[src/rtl/mem_arbiter.sv]
// ---------------------------------------------------------------------------
// mem_arbiter
//
// Two-requester (CPU data port and debug/loader port) front end for a single
// pipelined memory port. One access is granted per cycle, combinationally in
// the cycle the request is presented. Conflicts are resolved round-robin. A
// debug halt removes the CPU from arbitration. Read data is routed back to
// its owner through an owner-tag pipeline matched to the memory read latency.
//
// Parameters
//   AW       address width (requesters and memory port)
//   DW       data width (requesters and memory port)
//   MEM_LAT  memory read latency in cycles, 1..4
//
// Ports
//   clk, rstn                          clock, synchronous active-low reset
//   cpu_req/we/addr/wdata   in         CPU request, held until cpu_gnt
//   cpu_gnt                 out        CPU request accepted this cycle
//   cpu_rvalid/rdata        out        CPU read return
//   dbg_req/we/addr/wdata   in         debug request, held until dbg_gnt
//   dbg_gnt                 out        debug request accepted this cycle
//   dbg_rvalid/rdata        out        debug read return
//   dbg_halt                in         blocks all CPU grants while high
//   mem_en/we/addr/wdata    out        memory access strobe and fields
//   mem_rdata               in         memory read data, MEM_LAT after strobe
// ---------------------------------------------------------------------------
module mem_arbiter #(
  parameter int AW      = 32,
  parameter int DW      = 32,
  parameter int MEM_LAT = 1
) (
  input  logic          clk,
  input  logic          rstn,

  input  logic          cpu_req,
  input  logic          cpu_we,
  input  logic [AW-1:0] cpu_addr,
  input  logic [DW-1:0] cpu_wdata,
  output logic          cpu_gnt,
  output logic          cpu_rvalid,
  output logic [DW-1:0] cpu_rdata,

  input  logic          dbg_req,
  input  logic          dbg_we,
  input  logic [AW-1:0] dbg_addr,
  input  logic [DW-1:0] dbg_wdata,
  output logic          dbg_gnt,
  output logic          dbg_rvalid,
  output logic [DW-1:0] dbg_rdata,

  input  logic          dbg_halt,

  output logic          mem_en,
  output logic          mem_we,
  output logic [AW-1:0] mem_addr,
  output logic [DW-1:0] mem_wdata,
  input  logic [DW-1:0] mem_rdata
);

  // Arbitration
  logic cpuEligible;
  logic dbgEligible;
  logic grantCpu;
  logic grantDbg;
  logic lastGrantDbg;   // 1: debug port was granted most recently

  // Owner-tag pipeline: one stage per cycle of memory latency. Stage 0 is
  // loaded in the grant cycle, so the last stage lines up with mem_rdata.
  logic [MEM_LAT-1:0] tagValid;
  logic [MEM_LAT-1:0] tagDbg;
  logic               pushValid;
  logic               tagOutValid;
  logic               tagOutDbg;

  assign cpuEligible = cpu_req & ~dbg_halt;
  assign dbgEligible = dbg_req;

  // On a conflict the port that was not granted last wins. Everything is
  // masked by rstn so the block is silent while held in reset.
  assign grantCpu = rstn & cpuEligible & (~dbgEligible | lastGrantDbg);
  assign grantDbg = rstn & dbgEligible & (~cpuEligible | ~lastGrantDbg);

  assign cpu_gnt = grantCpu;
  assign dbg_gnt = grantDbg;

  // Memory port mux; idle fields are forced to zero rather than left stale.
  always_comb begin
    mem_en    = 1'b0;
    mem_we    = 1'b0;
    mem_addr  = '0;
    mem_wdata = '0;
    if (grantCpu) begin
      mem_en    = 1'b1;
      mem_we    = cpu_we;
      mem_addr  = cpu_addr;
      mem_wdata = cpu_wdata;
    end else if (grantDbg) begin
      mem_en    = 1'b1;
      mem_we    = dbg_we;
      mem_addr  = dbg_addr;
      mem_wdata = dbg_wdata;
    end
  end

  // Only reads carry a live tag; writes complete in their grant cycle.
  assign pushValid = (grantCpu & ~cpu_we) | (grantDbg & ~dbg_we);

  always_ff @(posedge clk) begin
    if (!rstn) begin
      lastGrantDbg <= 1'b1;
    end else if (grantCpu | grantDbg) begin
      lastGrantDbg <= grantDbg;
    end
  end

  // Reset flushes in-flight reads so nothing returns after release.
  always_ff @(posedge clk) begin
    if (!rstn) begin
      tagValid <= '0;
      tagDbg   <= '0;
    end else begin
      tagValid[0] <= pushValid;
      tagDbg[0]   <= grantDbg;
      for (int i = 1; i < MEM_LAT; i++) begin
        tagValid[i] <= tagValid[i-1];
        tagDbg[i]   <= tagDbg[i-1];
      end
    end
  end

  assign tagOutValid = rstn & tagValid[MEM_LAT-1];
  assign tagOutDbg   = tagDbg[MEM_LAT-1];

  // Halt does not touch the tag pipeline, so CPU reads already issued
  // still return while the CPU is being held off.
  assign cpu_rvalid = tagOutValid & ~tagOutDbg;
  assign dbg_rvalid = tagOutValid &  tagOutDbg;
  assign cpu_rdata  = cpu_rvalid ? mem_rdata : '0;
  assign dbg_rdata  = dbg_rvalid ? mem_rdata : '0;

endmodule

[config.mk]
export PLATFORM = sky130hd
export DESIGN_NAME = mem_arbiter
export DESIGN_NICKNAME = d
export VERILOG_FILES = /design/src/rtl/mem_arbiter.sv
export SDC_FILE = /design/constraint.sdc
export NUM_CORES = 1
export LEC_CHECK = 0
export CELL_PAD_IN_SITES_DETAIL_PLACEMENT = 2
export CELL_PAD_IN_SITES_GLOBAL_PLACEMENT = 2
export CORE_ASPECT_RATIO = 2
export CORE_MARGIN = 3
export CORE_UTILIZATION = 10
export CTS_CLUSTER_SIZE = 30
export DETAILED_ROUTE_END_ITERATION = 7
export PLACE_DENSITY = 0.95
export RECOVER_POWER = 100
export SLEW_MARGIN = 20
export SYNTH_ARGS = -nofsm -noshare
export SYNTH_HDL_FRONTEND = slang
export SYNTH_SLANG_ARGS = --single-unit
[constraint.sdc]
create_clock -name clk -period 1.5 [get_ports clk]
set_clock_uncertainty 0.05 [all_clocks]
set_input_delay 0.225 -clock clk [delete_from_list [all_inputs] [get_ports clk]]
set_output_delay 0.225 -clock clk [all_outputs]
set_load 0.05 [all_outputs]
* Yosys cells after proc, flatten, opt, wreduce, memory -nomap -nowiden
Index checks and enable logic that the tools add are counted.
** Storage, ports and cells
- Bits in registers :: 3
- Word-level logic and storage cells :: 34
** Operators by class
- Mux-type cells :: 10
- Bitwise gates (word level) :: 21
** Operators with widths (count)
- 2-to-1 mux 32 bit :: 6
- bitwise AND 1 bit :: 10
- inverter 1 bit :: 7
- 2-to-1 mux 1 bit :: 4
- OR 1 bit :: 4

* Longest topological paths before layout
- Depth after elaboration :: 7
- Depth in mapped cells :: 6
- Depth with buffers taken out :: 3

* Worst setup path before layout
Ideal clock, no wire load.
- Kind :: input port to output port
- From :: input cpu_req
- To :: output mem_addr[22]
- Stages :: 4
- Data arrival time :: 1.776 ns
- Setup slack :: -0.551 ns
- Required time :: 1.225 ns
- Cell sequence :: nor2b_2 -> a21oi_2 -> clkbuf_1 -> a22o_1
** On the way
- Cells in the longest elaborated chain, start to end :: 6
- Elaborated cells between the ends (all ways) :: 8
- Those cells by class :: 2 x mux; 6 x bitwise
** Ends and longest elaborated chain
- from (decl) :: line 35 : input logic cpu_req,
- bitwise AND 1 bit :: line 75 : assign cpuEligible = cpu_req & ~dbg_halt;
- inverter 1 bit :: line 81 : assign grantDbg = rstn & dbgEligible & (~cpuEligible | ~lastGrantDbg);
- OR 1 bit :: line 81
- bitwise AND 1 bit :: line 81
- net dbg_gnt :: line 47 : output logic dbg_gnt,
- 2-to-1 mux 32 bit :: line 97 : end else if (grantDbg) begin
- 2-to-1 mux 32 bit :: line 92 : if (grantCpu) begin
- to (decl) :: line 55 : output logic [AW-1:0] mem_addr,
The timed path passes the listed nets, and every way through them passes these cells.

* Worst setup path in the final report
- From :: input dbg_req
- To :: output mem_wdata[24]
** On the way
- Cells in the longest elaborated chain, start to end :: 4
- Elaborated cells between the ends (all ways) :: 7
- Those cells by class :: 2 x mux; 5 x bitwise
** Ends and longest elaborated chain
- from (decl) :: line 43 : input logic dbg_req,
- bitwise AND 1 bit / inverter 1 bit (equally long branches) :: line 81, 80
- bitwise AND 1 bit / OR 1 bit (equally long branches) :: line 81, 80
- 2-to-1 mux 32 bit / bitwise AND 1 bit (equally long branches) :: line 97, 80
- 2-to-1 mux 32 bit (*) :: line 92
- to (decl) :: line 56 : output logic [DW-1:0] mem_wdata,
Every way passes the cells marked *; elsewhere a longest branch is shown, timed or not.

==> flow_summary.json <==
{
  "drt_iter0_drc": 232,
  "finalCritPeriodShare_pct": 143,
  "antenna_left": 0,
  "grt_use_total_pct": 35.8,
  "hold_viol": 0,
  "ir_drop_mv": 0.640,
  "vias": 3738,
  "synth_area_sq_um": 1220,
  "timing.hold.ws_ns": 0.298,
  "grt_setup_unrepaired": "yes",
  "rows": 56,
  "cts_sinks": 3,
  "finalNetCount": 671,
  "synth_cells": 168,
  "gp_congestion": 0.876,
  "yosys_warnings": 0,
  "dp_hpwl_um": 14700,
  "p_per_area_nw_per_um2": 418,
  "drc": 0,
  "final_common_cell": "clkdlybuf4s50_1",
  "routedWlPerCell_um": 53.3,
  "grt.overflow.total": 0,
  "die_h_um": 163,
  "synthesis.nets": 335,
  "seq_area_frac_synth_pct": 4.90,
  "p_leak_nw": 3.20,
  "grt_pass1_wl_um": 33600,
  "finalSetupViolCount": 136,
  "io_pins": 301,
  "cp-end-kind": "output port",
  "total_power_mw": 3.15,
  "cts_tree": "built",
  "synth.distinct_cells": 16,
  "crit_required_ns": 1.22,
  "fin_tns_setup_ns": -55.60,
  "grt_pass1_vias": 3893,
  "firstDrtPassIters": 4,
  "status": "complete, but fails checks",
  "min_period_ns": 2.14,
  "die_x_um": 84.3,
  "post-place-ws_ns": -0.715,
  "cts_buffer_depth": 2,
  "layout_common_cells": "clkdlybuf4s50_1, buf_12, a22o_4, and2_4, buf_16",
  "wl_um": 35700,
  "arrival_ns": 1.87,
  "crit_type": "in2out",
  "synth_seq_cells": 3,
  "worstHoldPathType": "in2reg",
  "cts_max_level": 1,
  "grt_start_max_net_pins": 15,
  "relSlewSlack_pct": 75.5,
  "synth.avg_cell_area_sq_um": 7.29,
  "cts.clk_slew.worst_paths_ns": 0.04,
  "dp_cells": 606,
  "portBuffers": 300,
  "area_delta_synth_final_pct": 516,
  "numCtsBuffers": 3,
  "antenna_found_initial": 7,
  "dieArea_sq_um": 13700,
  "viasPerCell": 5.59,
  "slew_viol_final": 0,
  "worst_slew_pin_slew_ns": 0.368,
  "cts_root_buf": "clkbuf_16",
  "violations": "negative setup slack",
  "fmax_mhz": 467,
  "fin_ws_ns": -0.643,
  "layout.cells.non_filler": 669,
  "start_kind": "primary input",
  "maxCapViolCount": 0,
  "crit_path_max_fanout": 8,
  "clk_latency_ns": 0.24,
  "start_util_pct": 10.3,
  "core_sq_um": 11800,
  "layout-drive-gt1-share_pct": 66.0
}
-- layout make-up --
cell class	instances	area (sq um)
multi-input cells	142	1830
fillers	925	4300
diodes	21	52.6
inverters	2	7.51
flip-flops and latches	3	71.3
well taps	145	181
repair buffers	352	5320
clock buffers	4	78.8
-- worst max-delay path, stage by stage --
cell             delay (ns)
clkdlybuf4s15_1        0.38
nand2_2                0.20
a21oi_4                0.30
buf_12                 0.23
clkbuf_16              0.20
a22o_4                 0.17
buf_12                 0.14
-- what timing repair did --
item,CTS,global route
cloned,18,4
hold buffers,0,0
setup endpoints to repair,136,135
gates resized for setup,161,20
pin swaps,48,14
buffers inserted,21,3
-- per-stage QoR --
step,area [sq um],util (%)
after detailed placement,6120,51.7
after global placement,6120,51.7
after global routing,7530,63.6
after CTS,7440,62.8
final,7540,63.7
after floorplan,1540,-
-- path summary, 6_finish.rpt --
path / startpoint / end / slack [ns] / depth (start not counted)
worst max-delay path: dbg_req / mem_wdata[24] / -0.64 / 7
worst min-delay path: rstn / lastGrantDbg / 0.30 / 2
worst min register to register: lastGrantDbg / tagDbg / 1.11 / 4
worst max register to register: lastGrantDbg / tagValid / -0.03 / 6
-- cells in the mapped netlist --
cell type	n	share of area (%)
or2_1	1	0.51
and3_1	2	1.0
and2_1	64	33
a22o_1	66	47
buf_4	2	1.2
buf_6	2	1.8
nand2_1	2	0.61
a21oi_2	1	0.72
buf_2	8	3.3
nor2b_2	1	0.72
nand2b_1	1	0.51
inv_1	2	0.61
dfxtp_1	3	4.9
clkbuf_1	9	2.8
a21oi_1	2	0.82
nor2_1	2	0.61
-- cell families after synthesis --
logic type	count (synthesis)	synth area share, %
compound gates	69	48.7
buf+inv	23	9.70
flops	3	4.90
simple gates	73	36.7
-- routing by layer --
| layer | vias up | routed length, um | track usage (%) |
|---|---|---|---|
| li1 | 1326 | - | - |
| met1 | 1729 | 9750 | 29.1 |
| met2 | 469 | 16500 | 68.7 |
| met3 | 212 | 4240 | 15.4 |
| met4 | 2 | 5170 | 20.8 |
| met5 | - | 7 | 0 |
-- state kept, by name (all words and copies together), names as in the netlist --
signal,count
lastGrantDbg,1
tagDbg,1
tagValid,1
-- where the power goes --
group / total (mW) / internal (mW) / switching, mW
combinational: 2.56 / 1.31 / 1.25
sequential: 0.0913 / 0.0834 / 0.00790
clock: 0.497 / 0.357 / 0.140
total: 3.15 / 1.75 / 1.40
Note: power is estimated with default switching activity, not from simulation.
